`config.mk`:
```
export PLATFORM = sky130hd
export DESIGN_NAME = rvh_l1d_bank_wb_axi_seq
export DESIGN_NICKNAME = d
export VERILOG_FILES = /design/src/rtl/rvh_l1d_pkg.sv /design/src/rtl/std_dffr.sv /design/src/rtl/std_dffre.sv /design/src/rtl/std_dffrve.sv /design/src/rtl/rvh_l1d_bank_wb_axi_seq.sv
export SDC_FILE = /design/constraint.sdc
export NUM_CORES = 1
export LEC_CHECK = 0
export BUFFER_PORTS_ARGS = -buffer_cell sky130_fd_sc_hd__clkbuf_2
export CELL_PAD_IN_SITES_DETAIL_PLACEMENT = 1
export CELL_PAD_IN_SITES_GLOBAL_PLACEMENT = 1
export CORE_AREA = 2 2 354 356
export CTS_CLUSTER_DIAMETER = 60
export CTS_CLUSTER_SIZE = 20
export DETAILED_ROUTE_END_ITERATION = 10
export DIE_AREA = 0 0 356 358
export PLACE_DENSITY = 0.54
export SYNTH_ARGS = -nofsm -noshare
export SYNTH_HDL_FRONTEND = slang
export SYNTH_HIERARCHICAL = 1
export SYNTH_SLANG_ARGS = --single-unit
export TNS_END_PERCENT = 20
```
`constraint.sdc`:
```
create_clock -name clk -period 4.4 [get_ports clk]
set_input_delay 0.66 -clock clk [delete_from_list [all_inputs] [get_ports clk]]
set_output_delay 0.66 -clock clk [all_outputs]
set_load 0.05 [all_outputs]
```
`src/rtl/rvh_l1d_pkg.sv`:
```
// Shared L1D types and AXI constants used by the bank writeback path.
// The AXI channel structs are sized for the default bank-to-L2 AXI configuration.
package rvh_l1d_pkg;

    localparam int unsigned L1dPaddrW = 56;
    localparam int unsigned L1dBeatW  = 256;
    localparam int unsigned L1dIdW    = 4;

    localparam logic [1:0] AxiBurstIncr = 2'b01;
    localparam logic [1:0] AxiRespOkay  = 2'b00;

    typedef enum logic [1:0] {
        WB_IDLE,
        WB_SEND,
        WB_WAIT_B
    } rvh_l1d_wb_fsm_e;

    typedef struct packed {
        logic [L1dIdW-1:0]    awid;
        logic [L1dPaddrW-1:0] awaddr;
        logic [7:0]           awlen;
        logic [2:0]           awsize;
        logic [1:0]           awburst;
    } cache_mem_if_aw_t;

    typedef struct packed {
        logic [L1dBeatW-1:0] wdata;
        logic                wlast;
    } cache_mem_if_w_t;

    typedef struct packed {
        logic [L1dIdW-1:0] bid;
        logic [1:0]        bresp;
    } cache_mem_if_b_t;

endpackage

```
`src/rtl/std_dffr.sv`:
```
// Common register: asynchronous active-low reset to zero, loads every cycle.
module std_dffr #(
    parameter int unsigned Width = 1
) (
    input  logic             clk_i,
    input  logic             rst_ni,
    input  logic [Width-1:0] d_i,
    output logic [Width-1:0] q_o
);

    always_ff @(posedge clk_i or negedge rst_ni) begin
        if (!rst_ni) begin
            q_o <= '0;
        end else begin
            q_o <= d_i;
        end
    end

endmodule

```
`src/rtl/std_dffre.sv`:
```
// Common register: asynchronous active-low reset to zero, loads when enabled.
module std_dffre #(
    parameter int unsigned Width = 1
) (
    input  logic             clk_i,
    input  logic             rst_ni,
    input  logic             en_i,
    input  logic [Width-1:0] d_i,
    output logic [Width-1:0] q_o
);

    always_ff @(posedge clk_i or negedge rst_ni) begin
        if (!rst_ni) begin
            q_o <= '0;
        end else if (en_i) begin
            q_o <= d_i;
        end
    end

endmodule

```
`src/rtl/std_dffrve.sv`:
```
// Common register: asynchronous active-low reset to ResetVal, loads when enabled.
module std_dffrve #(
    parameter int unsigned     Width    = 1,
    parameter logic [Width-1:0] ResetVal = '0
) (
    input  logic             clk_i,
    input  logic             rst_ni,
    input  logic             en_i,
    input  logic [Width-1:0] d_i,
    output logic [Width-1:0] q_o
);

    always_ff @(posedge clk_i or negedge rst_ni) begin
        if (!rst_ni) begin
            q_o <= ResetVal;
        end else if (en_i) begin
            q_o <= d_i;
        end
    end

endmodule

```
`src/rtl/rvh_l1d_bank_wb_axi_seq.sv`:
```
// Per-bank writeback sequencer: one buffered dirty line -> AW + W burst -> matching B -> done.
// RVH_L1D_WB_AW_W_OVERLAP_EN lets W beats go out before/with AW; otherwise W waits for AW.
module rvh_l1d_bank_wb_axi_seq
    import rvh_l1d_pkg::*;
#(
    parameter int unsigned BURST_LEN = 2,
    parameter int unsigned BEAT_W    = 256,
    parameter int unsigned PADDR_W   = 56,
    parameter int unsigned ID_W      = 4
) (
    input  logic                          clk,
    input  logic                          rst,
    input  logic                          req_valid,
    output logic                          req_ready,
    input  logic [PADDR_W-1:0]            req_paddr,
    input  logic [ID_W-1:0]               req_id,
    input  logic [BURST_LEN*BEAT_W-1:0]   req_data,
    output logic                          awvalid,
    input  logic                          awready,
    output cache_mem_if_aw_t              aw,
    output logic                          wvalid,
    input  logic                          wready,
    output cache_mem_if_w_t               w,
    input  logic                          bvalid,
    output logic                          bready,
    input  cache_mem_if_b_t               b,
    output logic                          done_valid,
    output logic                          done_err,
    output logic                          busy
);

    localparam int unsigned LineOff = $clog2(BURST_LEN * BEAT_W / 8);
    localparam int unsigned CntW    = $clog2(BURST_LEN) + 1;

    localparam logic [PADDR_W-1:0] LineMask = {PADDR_W{1'b1}} << LineOff;
    localparam logic [CntW-1:0]    CntLast  = CntW'(BURST_LEN - 1);
    localparam logic [CntW-1:0]    CntFull  = CntW'(BURST_LEN);
    localparam logic [7:0]         AwLen    = 8'(BURST_LEN - 1);
    localparam logic [2:0]         AwSize   = 3'($clog2(BEAT_W / 8));

    rvh_l1d_wb_fsm_e             state_d, state_q;
    logic [1:0]                  state_raw_q;
    logic                        aw_sent_d, aw_sent_q;
    logic [CntW-1:0]             beat_cnt_d, beat_cnt_q;
    logic [CntW-1:0]             beat_sel;
    logic [PADDR_W-1:0]          paddr_q;
    logic [ID_W-1:0]             id_q;
    logic [BURST_LEN*BEAT_W-1:0] data_q;
    logic                        req_hs, aw_hs, w_hs, b_hs;
    logic                        w_pending;

    assign state_q = rvh_l1d_wb_fsm_e'(state_raw_q);

    assign req_hs = req_valid & req_ready;
    assign aw_hs  = awvalid & awready;
    assign w_hs   = wvalid & wready;
    assign b_hs   = bready;

    always_comb begin
        state_d    = state_q;
        aw_sent_d  = aw_sent_q;
        beat_cnt_d = beat_cnt_q;
        unique case (state_q)
            WB_IDLE: begin
                if (req_hs) begin
                    state_d    = WB_SEND;
                    aw_sent_d  = 1'b0;
                    beat_cnt_d = '0;
                end
            end
            WB_SEND: begin
                if (aw_hs) begin
                    aw_sent_d = 1'b1;
                end
                if (w_hs) begin
                    beat_cnt_d = beat_cnt_q + CntW'(1);
                end
                // Covers AW and the wlast beat completing in the same cycle.
                if (aw_sent_d && (beat_cnt_d == CntFull)) begin
                    state_d = WB_WAIT_B;
                end
            end
            WB_WAIT_B: begin
                if (b_hs) begin
                    state_d = WB_IDLE;
                end
            end
            default: state_d = WB_IDLE;
        endcase
    end

    always_comb begin
        req_ready = (state_q == WB_IDLE);
        busy      = (state_q != WB_IDLE);
        awvalid   = (state_q == WB_SEND) && !aw_sent_q;
        w_pending = (state_q == WB_SEND) && (beat_cnt_q != CntFull);
`ifdef RVH_L1D_WB_AW_W_OVERLAP_EN
        wvalid    = w_pending;
`else
        wvalid    = w_pending && aw_sent_q;
`endif
        bready    = (state_q == WB_WAIT_B) && bvalid && (b.bid == L1dIdW'(id_q));

        // Clamp keeps the select in range once every beat has gone out.
        beat_sel  = (beat_cnt_q == CntFull) ? CntLast : beat_cnt_q;

        aw.awid    = L1dIdW'(id_q);
        aw.awaddr  = L1dPaddrW'(paddr_q);
        aw.awlen   = AwLen;
        aw.awsize  = AwSize;
        aw.awburst = AxiBurstIncr;

        w.wdata = L1dBeatW'(data_q[int'(beat_sel) * BEAT_W +: BEAT_W]);
        w.wlast = (beat_cnt_q == CntLast);
    end

    std_dffrve #(
        .Width    (2),
        .ResetVal (2'(WB_IDLE))
    ) u_state_reg (
        .clk_i  (clk),
        .rst_ni (rst),
        .en_i   (state_d != state_q),
        .d_i    (state_d),
        .q_o    (state_raw_q)
    );

    std_dffr #(.Width(1)) u_aw_sent_reg (
        .clk_i  (clk),
        .rst_ni (rst),
        .d_i    (aw_sent_d),
        .q_o    (aw_sent_q)
    );

    std_dffr #(.Width(CntW)) u_beat_cnt_reg (
        .clk_i  (clk),
        .rst_ni (rst),
        .d_i    (beat_cnt_d),
        .q_o    (beat_cnt_q)
    );

    std_dffre #(.Width(PADDR_W)) u_paddr_reg (
        .clk_i  (clk),
        .rst_ni (rst),
        .en_i   (req_hs),
        .d_i    (req_paddr & LineMask),
        .q_o    (paddr_q)
    );

    std_dffre #(.Width(ID_W)) u_id_reg (
        .clk_i  (clk),
        .rst_ni (rst),
        .en_i   (req_hs),
        .d_i    (req_id),
        .q_o    (id_q)
    );

    std_dffre #(.Width(BURST_LEN * BEAT_W)) u_data_reg (
        .clk_i  (clk),
        .rst_ni (rst),
        .en_i   (req_hs),
        .d_i    (req_data),
        .q_o    (data_q)
    );

    std_dffr #(.Width(1)) u_done_valid_reg (
        .clk_i  (clk),
        .rst_ni (rst),
        .d_i    (b_hs),
        .q_o    (done_valid)
    );

    std_dffr #(.Width(1)) u_done_err_reg (
        .clk_i  (clk),
        .rst_ni (rst),
        .d_i    (b_hs && (b.bresp != AxiRespOkay)),
        .q_o    (done_err)
    );

endmodule

```
## Word level (Yosys, flattened, before mapping)

Index checks and enable logic that the tools add are counted.

| word-level totals | value |
|---|---|
| flip-flop bits (word level) | 573 |
| input port bits | 584 |
| output and inout bits | 337 |

| operators by class | value |
|---|---|
| add/subtract/negate cells | 1 |
| eq/ne operators | 9 |
| shift-type cells | 1 |
| multiplexer cells | 13 |
| bitwise gates (word level) | 3 |
| reductions and logical operators | 13 |

Operators with widths:

| kind | count |
|---|---|
| $shiftx A512 B11 Y256 | 1 |
| $mux W2 | 7 |
| $logic_and A1 B1 Y1 | 7 |
| $eq A2 B2 Y1 const B | 3 |
| $pmux W2 S3 | 1 |
| $reduce_bool A2 Y1 | 3 |
| $eq A2 B1 Y1 const B | 2 |
| $eq A4 B4 Y1 | 1 |
| $pmux W2 S2 | 1 |
| $and A1 B1 Y1 | 3 |
| $mux W1 | 3 |
| $add A2 B1 Y2 const B | 1 |
| $logic_not A2 Y1 | 1 |
| $ne A2 B1 Y1 const B | 1 |
| $ne A2 B2 Y1 | 1 |
| $ne A2 B2 Y1 const B | 1 |
| $pmux W1 S2 | 1 |
| $reduce_and A2 Y1 | 1 |
| $logic_not A1 Y1 | 1 |

## Longest topological paths before layout

Gate-level depths: netlist (run 1).

| depth | value |
|---|---|
| word-level depth | 11 |
| mapped depth | 7 |
| mapped depth without buffers | 7 |

## Hierarchy

Netlist (run 1), hierarchy kept.

Modules (own cells, without submodules):

| module | instances | cells each | area each (um2) | sequential area each (um2) |
|---|---|---|---|---|
| std_dffre at u_data_reg | 1 | 1081 | 19220.9 | 12812.3 |
| rvh_l1d_bank_wb_axi_seq | 1 | 628 | 4184.0 | 0.0 |
| std_dffre at u_paddr_reg | 1 | 118 | 2243.4 | 1401.3 |
| std_dffre at u_id_reg | 1 | 8 | 145.1 | 100.1 |
| std_dffr at u_aw_sent_reg ... | 3 | 1 | 25.0 | 25.0 |
| std_dffrve | 1 | 4 | 72.6 | 50.0 |
| std_dffr at u_beat_cnt_reg | 1 | 2 | 50.0 | 50.0 |

## Worst setup path before layout (run 1)

Ideal clock, no wire load.

| timing path | value |
|---|---|
| path type | register to output |
| start | register u_beat_cnt_reg.q_o[0] |
| end | output port w[237] (netlist bit) |
| arrival | 2057 ps |
| required time | 3740 ps |
| setup slack | 1683 ps |
| stages on the path, launching flop included | 8 |
| path buffers | 3 |
| cells stage by stage | dfrtp_1 inv_1 ha_1 clkbuf_1 buf_2 buf_2 mux2i_1 nor2_1 |

RTL lines:

| item | RTL line | source |
|---|---|---|
| start, declared | std_dffr.sv:8 | `output logic [Width-1:0] q_o` |
| start signal, assigned | std_dffr.sv:15 | `q_o <= d_i;` |
| end, declared | rvh_l1d_bank_wb_axi_seq.sv:23 | `output cache_mem_if_w_t w,` |

==> flow_metrics.py, run 1 <==
metrics = {
    "clocking": {
        "cts_hold_buf": 0,
        "post-cts-setup-buffer-count": 0,
        "cts_sinks": 579,
        "cts_max_level": 3,
        "cts_resized": 0,
        "clk_pin_slew_ns": 0.06,
        "clockBufferDepth": 3,
        "cts_buffers": 77,
        "cts_root_buf": "clkbuf_16",
        "cts_tree": "built",
        "clock_latency_ns": 0.63,
    },
    "outcome": {
        "status": "completed",
    },
    "finish": {
        "final_core_util_pct": 28.39,
        "drive_gt1_share_pct": 59.17,
        "multi_input_area_sq_mm": 0.01052,
        "fillers": 13818,
        "fin_area_sq_mm": 0.03501,
        "nNetsFinal": 3354,
        "regArea_sq_mm": 0.01449,
        "syn_to_final_growth_pct": 34.69,
    },
    "place": {
        "place_hpwl_um": 67830,
        "portBuffers": 901,
        "place_area_sq_mm": 0.03225,
        "finalWeightedCongestion": 0.7744,
    },
    "grt": {
        "grt.total_usage_pct": 13.52,
        "first_global_vias": 19596,
        "overflow": 0,
        "antenna_found_initial": 26,
        "grt_first_pass_wirelength_um": 128900,
        "grt_max_degree": 95,
    },
    "yosys": {
        "yosysWarnings": 6,
        "async_flop_share_pct": 100.0,
        "synth_edf_count": 0,
        "synth_commonest_cells": "dfrtp_1 (579), mux2_2 (534), nor2_1 (261)",
        "yosysMostFrequentCell": "dfrtp_1",
        "synth_area_per_cell_sq_um": 14.09,
        "yosys.area.top_type": "dfrtp_1",
        "synth_area_leaders": "dfrtp_1 (56%), mux2_2 (23%), mux2i_1 (9.9%), nor2_1 (3.8%), mux2_4 (2.3%)",
        "synth.top_cell.area_share_pct": 55.75,
        "syn_inst": 1844,
        "netlist_area_sq_mm": 0.02599,
        "synth_seq_cells": 579,
        "synth_ff_type": "dfrtp_1",
        "synth_cell_types": 31,
        "ys_seq_area_share_pct": 55.75,
    },
    "timing": {
        "period_share_pct": 85.80,
        "final-setup-viol-count": 0,
        "clock-skew-final_ns": 0.02829,
        "max_freq_ghz": 0.2649,
        "whs_ns": 0.05262,
        "rsz0062_at_grt": "false",
        "tightestPinTransition_ns": 0.8877,
        "setup_tns_ns": 0,
        "final_hold_viol_count": 0,
        "max_slew_margin_pct": 40.82,
        "slew_viol_final": 0,
        "period_needed_ns": 3.775,
    },
    "die": {
        "initial_utilization_pct": 21.08,
        "io_pins": 921,
        "die-height_um": 358,
        "core_sq_mm": 0.1233,
        "rows": 129,
        "die_w_um": 356,
        "dieArea_sq_mm": 0.1274,
    },
    "setup_path": {
        "r2r_cells": 5,
        "cp-end-kind": "primary output",
        "required_ns": 3.74,
        "r2r_start": "u_state_reg/q_o[1]$_DFFE_PN0P_",
        "crit_path_start_kind": "flop",
        "r2r-end": "u_data_reg/q_o[124]$_DFFE_PN0P_",
        "criticalPathCategory": "flop to primary output",
        "arrival_ns": 3.12,
        "ff2ff_setup_slack_ns": 1.71,
        "crit_fanout": 52,
    },
    "route": {
        "wirelength_um": 89620,
        "viasPerCell": 4.063,
        "dr_total_vias": 18197,
        "drt_iter0_drc": 556,
        "drtPass1Iterations": 4,
        "drc_errors": 0,
        "wl_per_cell_um": 20.01,
        "final_antenna_net_count": 0,
    },
    "job": {
        "cap_violations": 0,
    },
    "worst_hold_path": {
        "hold_class": "input port to async pin",
    },
}
layout by cell type (no fill, tap or decap), types with 14 or more instances in the layout:
cell / n
nor2_1: 261
mux2_2: 534
dfrtp_1: 579
buf_12: 18
clkbuf_2: 900
buf_4: 40
clkbuf_16: 78
mux2i_1: 257
mux2_4: 40
inv_6: 14
conb_1: 19
flip-flops by register name, indices dropped and copies added, names as in the netlist:
name,cells
u_aw_sent_reg/q_o,1
u_done_valid_reg/q_o,1
u_paddr_reg/q_o,56
u_state_reg/q_o,2
u_id_reg/q_o,4
u_done_err_reg/q_o,1
u_beat_cnt_reg/q_o,2
u_data_reg/q_o,512
routing by layer:
metal / up-vias / part of all wire [%] / wire [um] / GRT usage, %
met5: - / 0.19 / 167 / 0
met4: 28 / 2.7 / 2381 / 4.684
met3: 140 / 8.3 / 7406 / 5.257
met2: 574 / 51 / 45790 / 23.39
met1: 9183 / 38 / 33880 / 15.10
li1: 8272 / - / - / -
cell families (layout without fill, tap and decap cells):
kind of cell             Yosys count  count (layout)  share of synthesized area (%)
multiplexers                     831             831                          35.34
buffers and inverters            137            1107                          4.121
AND/OR/NAND/NOR                  276             276                          4.154
XOR/XNOR                           5               5                         0.1685
AO/OA/AOI/OAI                     10              10                         0.2455
adder cells (fa/ha/maj)            4               4                         0.1926
other                              2              30                        0.02889
flip-flops                       579             579                          55.75
layout make-up:
class	instances	area share, %
clock buffer	89	5.837
timing repair buffer	959	14.80
clock inverter	55	1.948
antenna	11	0.07863
multi-input combinational	1145	30.06
inverter	4	0.04289
sequential	579	41.39
tap	1637	5.851
stage by stage:
step | instances | worst slack [ns]
detailed placement | 4324 | 1.195
finish | 4479 | 0.6247
global route | 4479 | 0.4130
global placement | 4324 | 1.187
floorplan | 1861 | 1.683
CTS | 4468 | 0.4439
critical path: stages, from the launching register on:
cell and delay, ns:
dfrtp_1 0.46, inv_1 0.19, ha_4 0.46, buf_12 0.34
mux2i_1 0.42, nor2_1 0.12, clkbuf_2 0.26
worst max path at each step:
stage                                         start      to  slack (ns)  cells past startpoint
finish              u_beat_cnt_reg/q_o[0]$_DFF_PN0_   w[16]        0.62                      6
CTS                 u_beat_cnt_reg/q_o[0]$_DFF_PN0_  w[253]        0.44                      7
floorplan           u_beat_cnt_reg/q_o[0]$_DFF_PN0_  w[237]        1.68                      7
global placement    u_beat_cnt_reg/q_o[0]$_DFF_PN0_  w[253]        1.19                      7
global route        u_beat_cnt_reg/q_o[0]$_DFF_PN0_  w[249]        0.41                      7
detailed placement  u_beat_cnt_reg/q_o[0]$_DFF_PN0_  w[253]        1.19                      7
Power of run 1 is left out: the tool's default activity adds up to more than one toggle a clock period on the data nets, which glitch-free logic cannot reach.
==> run 2: changes to the inputs <==
--- a/config.mk
+++ b/config.mk
@@ -5,15 +5,18 @@
 export SDC_FILE = /design/constraint.sdc
 export NUM_CORES = 1
 export LEC_CHECK = 0
+export ABC_AREA = 1
 export BUFFER_PORTS_ARGS = -buffer_cell sky130_fd_sc_hd__clkbuf_2
 export CELL_PAD_IN_SITES_DETAIL_PLACEMENT = 1
 export CELL_PAD_IN_SITES_GLOBAL_PLACEMENT = 1
-export CORE_AREA = 2 2 354 356
+export CORE_AREA = 2 2 355 357
 export CTS_CLUSTER_DIAMETER = 60
 export CTS_CLUSTER_SIZE = 20
 export DETAILED_ROUTE_END_ITERATION = 10
-export DIE_AREA = 0 0 356 358
-export PLACE_DENSITY = 0.54
+export DIE_AREA = 0 0 357 359
+export GPL_TIMING_DRIVEN = 0
+export PLACE_DENSITY = 0.58
+export RECOVER_POWER = 50
 export SYNTH_ARGS = -nofsm -noshare
 export SYNTH_HDL_FRONTEND = slang
 export SYNTH_HIERARCHICAL = 1
==> flow_metrics.py, run 2 <==
metrics = {
    "outcome": {
        "status": "completed",
    },
    "setup_path": {
        "slowest_delay_ns": 0.46,
        "crit_fanout": 12,
        "required_ns": 3.74,
        "cpMostUsedCell": "buf_2",
        "cp-end-kind": "primary output",
        "cpLargestDelayFamily": "buffers and inverters",
        "crit_chain": "inv_1, ha_1, buf_2, buf_2, buf_2, nand2_1, a21oi_1, clkbuf_2",
        "arrival_ns": 3.44,
        "path_buf_inv": 5,
        "crit_path_start_kind": "flop",
        "criticalPathCategory": "flop to primary output",
        "slowest_stage": "a21oi_1",
    },
    "power_and_ir_drop": {
        "clkPwrFrac_pct": 18.7,
        "p_int_uw": 16220,
        "vdd_drop_max_v": 0.0005832,
        "p_per_area_mw_per_mm2": 1026,
        "combPwrFrac_pct": 55.6,
        "seqPwrFrac_pct": 25.6,
        "power.switching_uw": 20080,
        "p_sw_share_pct": 55.31,
        "leakage_uw": 0.01949,
    },
    "timing": {
        "setup_tns_ns": 0,
        "rsz0062_at_grt": "false",
        "max_slew_margin_pct": 1.091,
        "clock-skew-final_ns": 0.04975,
        "period_share_pct": 93.27,
        "slew_viol_final": 0,
        "max_freq_ghz": 0.2437,
        "final-setup-viol-count": 0,
        "final_hold_viol_count": 0,
        "tightestPinTransition_ns": 1.484,
        "period_needed_ns": 4.104,
    },
    "finish": {
        "syn_to_final_growth_pct": 36.22,
        "top_regs": "u_data_reg/q_o (512), u_paddr_reg/q_o (56), u_id_reg/q_o (4)",
        "final_cells": 6097,
        "regMostFlops": "u_data_reg/q_o",
        "layout_common_cells": "nand2_1 (2246), clkbuf_2 (834), dfrtp_1 (579), a21oi_1 (256), clkbuf_1 (108)",
        "nNetsFinal": 4949,
        "drive_gt1_share_pct": 26.40,
        "multi_input_area_sq_mm": 0.01001,
        "final_common_cell": "nand2_1",
        "largest_register_ffs": 512,
        "fillers": 15548,
        "fin_area_sq_mm": 0.03538,
        "regArea_sq_mm": 0.01449,
    },
    "grt": {
        "antenna_found_initial": 44,
        "grt_max_degree": 100,
        "grt.total_usage_pct": 19.00,
        "grt_first_pass_wirelength_um": 180500,
        "overflow": 0,
        "first_global_vias": 27323,
    },
    "yosys": {
        "synth_area_leaders": "dfrtp_1 (56%), nand2_1 (32%), a21oi_1 (4.9%), buf_2 (2.1%), buf_6 (1.7%)",
        "synth_top_family_by_area": "simple AND/OR/NAND/NOR gates",
        "async_flop_share_pct": 100.0,
        "synthSimpleGateAreaFrac_pct": 32.95,
        "synth_ff_type": "dfrtp_1",
        "synth_compound_area_share_pct": 5.035,
        "yosys.area.top_type": "dfrtp_1",
        "synth_commonest_cells": "nand2_1 (2246), dfrtp_1 (579), a21oi_1 (256)",
        "synth.top_cell.area_share_pct": 55.79,
        "synth_area_per_cell_sq_um": 7.740,
        "yosysMostFrequentCell": "nand2_1",
        "synthMuxAreaShare_pct": 0,
        "syn_inst": 3355,
        "synthXorXnorAreaFrac_pct": 0.1349,
        "synthAdderAreaFrac_pct": 0.1927,
        "yosysWarnings": 6,
        "synth_seq_cells": 579,
        "netlist_area_sq_mm": 0.02597,
        "synth_cell_types": 25,
        "ys_seq_area_share_pct": 55.79,
        "synth_edf_count": 0,
    },
    "route": {
        "viasPerCell": 4.189,
        "dr_total_vias": 25540,
        "wl_per_cell_um": 20.40,
        "final_antenna_net_count": 0,
        "drtPass1Iterations": 5,
        "drt_iter0_drc": 1131,
        "wirelength_um": 124400,
        "drc_errors": 0,
    },
    "die": {
        "core_sq_mm": 0.1246,
        "die_w_um": 357,
        "io_pins": 921,
        "dieArea_sq_mm": 0.1282,
        "rows": 130,
        "initial_utilization_pct": 20.84,
        "die-height_um": 359,
    },
    "clocking": {
        "cts_root_buf": "clkbuf_16",
        "clock_latency_ns": 0.65,
        "cts_tree": "built",
        "cts_max_level": 3,
        "clockBufferDepth": 3,
        "cts_buffers": 79,
        "post-cts-setup-buffer-count": 0,
        "clk_pin_slew_ns": 0.07,
        "cts_sinks": 579,
    },
    "place": {
        "dp.cells": 5929,
        "place_area_sq_mm": 0.03278,
        "portBuffers": 901,
        "finalWeightedCongestion": 0.8830,
        "place_hpwl_um": 97160,
    },
    "job": {
        "cap_violations": 0,
    },
    "worst_hold_path": {
        "hold_class": "input port to flop",
    },
}
## run 2: cell types whose count changed after synthesis, sizes merged, moves of 3 or more
cell,change
a21oi,+253
nand2,+2245
mux2i,-257
xor2,-3
buf,+107
nand3,+6
clkbuf,-17
inv,+12
nor2,-252
mux2,-574
## run 2: per-stage QoR
stage / hold slack (ns) / total power (uW) / util [%] / setup WS (ns)
2_1_floorplan: 0.3644 / 23380 / - / 1.459
3_3_place_gp: 0.4538 / 29820 / 26.17 / -12.85
3_5_place_dp: 0.4583 / 30040 / 26.31 / 0.7730
4_1_cts: 0.1351 / 37040 / 28.54 / 0.03006
5_1_grt: 0.1615 / 38630 / 28.37 / 0.001437
6_report: 0.1917 / 36310 / 28.39 / 0.2961
## run 2: worst register-to-register path: stages (launching register included)
cell and delay (ns):
dfrtp_1 0.47, nor2_1 0.23, inv_1 0.10, nor2_1 0.66, clkbuf_1 0.98, inv_6 0.23, clkbuf_1 0.46, clkbuf_1 0.37
nand2_1 0.13, nand2_1 0.05
## run 2: routing by layer
metal	global-route usage [%]	up-vias	part of all wire, %	wire, um
li1	-	12254	-	-
met1	21.77	12355	40	49580
met2	32.84	687	49	61060
met3	6.386	200	7.9	9841
met4	6.467	44	2.9	3615
met5	0	-	0.23	292
## run 2: area by class of cell
type                    count  share of cell area, %
flip-flops and latches    579                  40.96
inverters                  16                 0.1839
well taps                1650                  5.836
repair buffers            908                  12.84
clock buffers              89                  5.839
plain buffers             223                  3.908
clock inverters            56                  1.991
multi-input cells        2554                  28.28
diodes                     22                 0.1556
## run 2: logic make-up after synthesis
kind of cell               after synthesis
and+or+nand+nor                       2266
DFF                                    579
AOI/OAI and AO/OA                      261
buffers and inverters                  239
xor gates and xnor gates                 4
adders and majority gates                4
other                                    2
## run 2: worst paths after layout
check | startpoint | endpoint | slack (ns) | cells after the start
min | req_data[304] | u_data_reg/q_o[304]$_DFFE_PN0P_ | 0.19 | 3
max reg2reg | u_state_reg/q_o[1]$_DFFE_PN0P_ | u_data_reg/q_o[489]$_DFFE_PN0P_ | 0.57 | 9
min reg2reg | u_data_reg/q_o[110]$_DFFE_PN0P_ | u_data_reg/q_o[110]$_DFFE_PN0P_ | 0.47 | 2
max | u_beat_cnt_reg/q_o[0]$_DFF_PN0_ | w[167] | 0.30 | 8
max in group asynchronous | rst | u_paddr_reg/q_o[24]$_DFFE_PN0P_ | 0.56 | 5
min in group asynchronous | rst | u_data_reg/q_o[142]$_DFFE_PN0P_ | 0.59 | 2
## run 2: timing repair
item / 4_1_cts / 5_1_grt
hold buffers: 1 / 0
hold endpoints to repair: 7 / 0
resized for setup: 0 / 0
setup endpoints to repair: 0 / 0
## run 2: power groups by stage
stage	Combinational [uW]	Sequential (uW)	Clock, uW
final	20200	9310	6810
after global routing	21800	9630	7200
after CTS	20700	9330	7010
after detailed placement	20700	9380	0
after global placement	20500	9340	0
after floorplan	13500	9900	0
Note: power is estimated with default switching activity, not from simulation.
==> run 3: changes to the inputs <==
--- a/config.mk
+++ b/config.mk
@@ -5,17 +5,16 @@
 export SDC_FILE = /design/constraint.sdc
 export NUM_CORES = 1
 export LEC_CHECK = 0
-export ABC_AREA = 1
 export BUFFER_PORTS_ARGS = -buffer_cell sky130_fd_sc_hd__clkbuf_2
 export CELL_PAD_IN_SITES_DETAIL_PLACEMENT = 1
 export CELL_PAD_IN_SITES_GLOBAL_PLACEMENT = 1
-export CORE_AREA = 2 2 355 357
-export CTS_CLUSTER_DIAMETER = 60
+export CORE_AREA = 2 2 354 356
+export CTS_CLUSTER_DIAMETER = 200
 export CTS_CLUSTER_SIZE = 20
 export DETAILED_ROUTE_END_ITERATION = 10
-export DIE_AREA = 0 0 357 359
+export DIE_AREA = 0 0 356 358
 export GPL_TIMING_DRIVEN = 0
-export PLACE_DENSITY = 0.58
+export PLACE_DENSITY = 0.54
 export RECOVER_POWER = 50
 export SYNTH_ARGS = -nofsm -noshare
 export SYNTH_HDL_FRONTEND = slang
==> flow_metrics.py, run 3 (synthesized netlist as in run 1, its figures left out) <==
metrics = {
    "clocking": {
        "cts_sinks": 579,
        "cts_tree": "built",
        "clk_pin_slew_ns": 0.09,
        "cts_buffers": 34,
        "cts_max_level": 2,
        "cts_hold_buf": 0,
        "clockBufferDepth": 3,
        "cts_resized": 0,
        "clock_latency_ns": 0.60,
        "cts_root_buf": "clkbuf_16",
        "post-cts-setup-buffer-count": 0,
    },
    "grt": {
        "grt_first_pass_wirelength_um": 137900,
        "antenna_found_initial": 35,
        "overflow": 0,
        "first_global_vias": 19498,
        "grt.total_usage_pct": 14.78,
        "grt_max_degree": 101,
    },
    "route": {
        "drtPass1Iterations": 4,
        "final_antenna_net_count": 0,
        "viasPerCell": 4.088,
        "wirelength_um": 97840,
        "drc_errors": 0,
        "wl_per_cell_um": 21.92,
        "drt_iter0_drc": 539,
        "dr_total_vias": 18244,
    },
    "setup_path": {
        "r2r-end": "u_data_reg/q_o[468]$_DFFE_PN0P_",
        "worstSetupStartpoint": "u_beat_cnt_reg/q_o[0]$_DFF_PN0_",
        "ff2ff_setup_slack_ns": 0.49,
        "criticalPathCategory": "flop to primary output",
        "crit_fanout": 11,
        "crit_path_start_kind": "flop",
        "cp-end-kind": "primary output",
        "arrival_ns": 3.43,
        "r2r_start": "u_state_reg/q_o[1]$_DFFE_PN0P_",
        "r2r_cells": 6,
        "required_ns": 3.74,
    },
    "timing": {
        "clock-skew-final_ns": 0.008751,
        "max_slew_margin_pct": -53.20,
        "slew_viol_final": 82,
        "worst_slack_ns": 0.3118,
        "final-setup-viol-count": 0,
        "rsz0062_at_grt": "false",
        "max_freq_ghz": 0.2446,
        "final_hold_viol_count": 0,
        "period_share_pct": 92.91,
        "tightestPinTransition_ns": 2.298,
        "period_needed_ns": 4.088,
    },
    "die": {
        "initial_utilization_pct": 21.08,
        "die_w_um": 356,
        "core_sq_mm": 0.1233,
        "io_pins": 921,
        "rows": 129,
        "dieArea_sq_mm": 0.1274,
        "die-height_um": 358,
    },
    "finish": {
        "syn_to_final_growth_pct": 28.51,
        "fillers": 13933,
        "final_common_cell": "clkbuf_2",
        "largest_register_ffs": 512,
        "layout_common_cells": "clkbuf_2 (841), dfrtp_1 (579), mux2_2 (534), nor2_1 (261), mux2i_1 (256)",
        "top_regs": "u_data_reg/q_o (512), u_paddr_reg/q_o (56), u_id_reg/q_o (4)",
        "nNetsFinal": 3392,
        "drive_gt1_share_pct": 53.88,
        "regMostFlops": "u_data_reg/q_o",
        "fin_area_sq_mm": 0.03340,
        "final_core_util_pct": 27.09,
    },
    "worst_hold_path": {
        "hold_depth": 2,
        "holdPathEnd": "u_data_reg/q_o[170]$_DFFE_PN0P_",
        "hold_class": "input port to flop",
        "worstHoldStart": "req_data[170]",
    },
    "place": {
        "place_area_sq_mm": 0.03279,
        "place_hpwl_um": 78260,
        "dp_slack_ns": 0.5567,
        "portBuffers": 901,
        "finalWeightedCongestion": 0.7792,
    },
    "outcome": {
        "violations": "capacitance limit, slew limit",
        "status": "complete, but fails checks",
    },
    "job": {
        "cap_violations": 1,
    },
}
-- run 3: changes by cell type in the layout (fill, tap and decap cells not counted), sizes merged, moves of 3 or more --
cell,change
nand2,-2245
mux2,+574
mux2i,+257
a21oi,-253
nor2,+252
buf,-106
clkbuf,-35
inv,-28
clkinv,-22
clkinvlp,-11
bufinv,-7
nand3,-6
xor2,+3
-- run 3: critical path, stage by stage (launching register included) --
cell      delay, ns
dfrtp_1        0.45
inv_1          0.14
ha_1           0.17
clkbuf_1       0.30
clkbuf_4       0.39
buf_2          0.43
mux2i_1        0.54
nor2_1         0.10
clkbuf_2       0.26
-- run 3: stage by stage --
stage / hold slack [ns] / setup TNS (ns) / cells
5_1_grt: 0.2318 / 0 / 4455
3_5_place_dp: 0.4924 / 0 / 4405
6_report: 0.2864 / 0 / 4463
2_1_floorplan: 0.3644 / 0 / 1861
3_3_place_gp: 0.4883 / -7148.50 / 4399
4_1_cts: 0.1089 / -0.2598 / 4443
-- run 3: area by class of cell --
class	count	area, sq um	area share [%]
multi-input cells	1145	10350	30.98
inverters	4	15.01	0.04495
well taps	1637	2048	6.132
clock buffers	38	929.6	2.783
plain buffers	133	965.9	2.892
repair buffers	907	4556	13.64
diodes	20	50.05	0.1498
flip-flops and latches	579	14490	43.38
-- run 3: routing by layer --
metal  wire length [um]  global-route usage [%]  vias to the layer above
met5                147                       0                        -
met4               1955                   3.662                       26
met3               6937                   4.290                      103
met2              50200                   26.29                      545
met1              38600                   17.37                     9286
li1                   -                       -                     8284
-- run 3: how the worst max path moves through the flow --
stage	to	cells after the start
2_1_floorplan	w[237]	7
3_3_place_gp	u_data_reg/q_o[404]$_DFFE_PN0P_	1
3_5_place_dp	w[135]	8
4_1_cts	w[135]	8
5_1_grt	w[207]	5
6_report	w[136]	8
Power of run 3 is left out for the same reason.
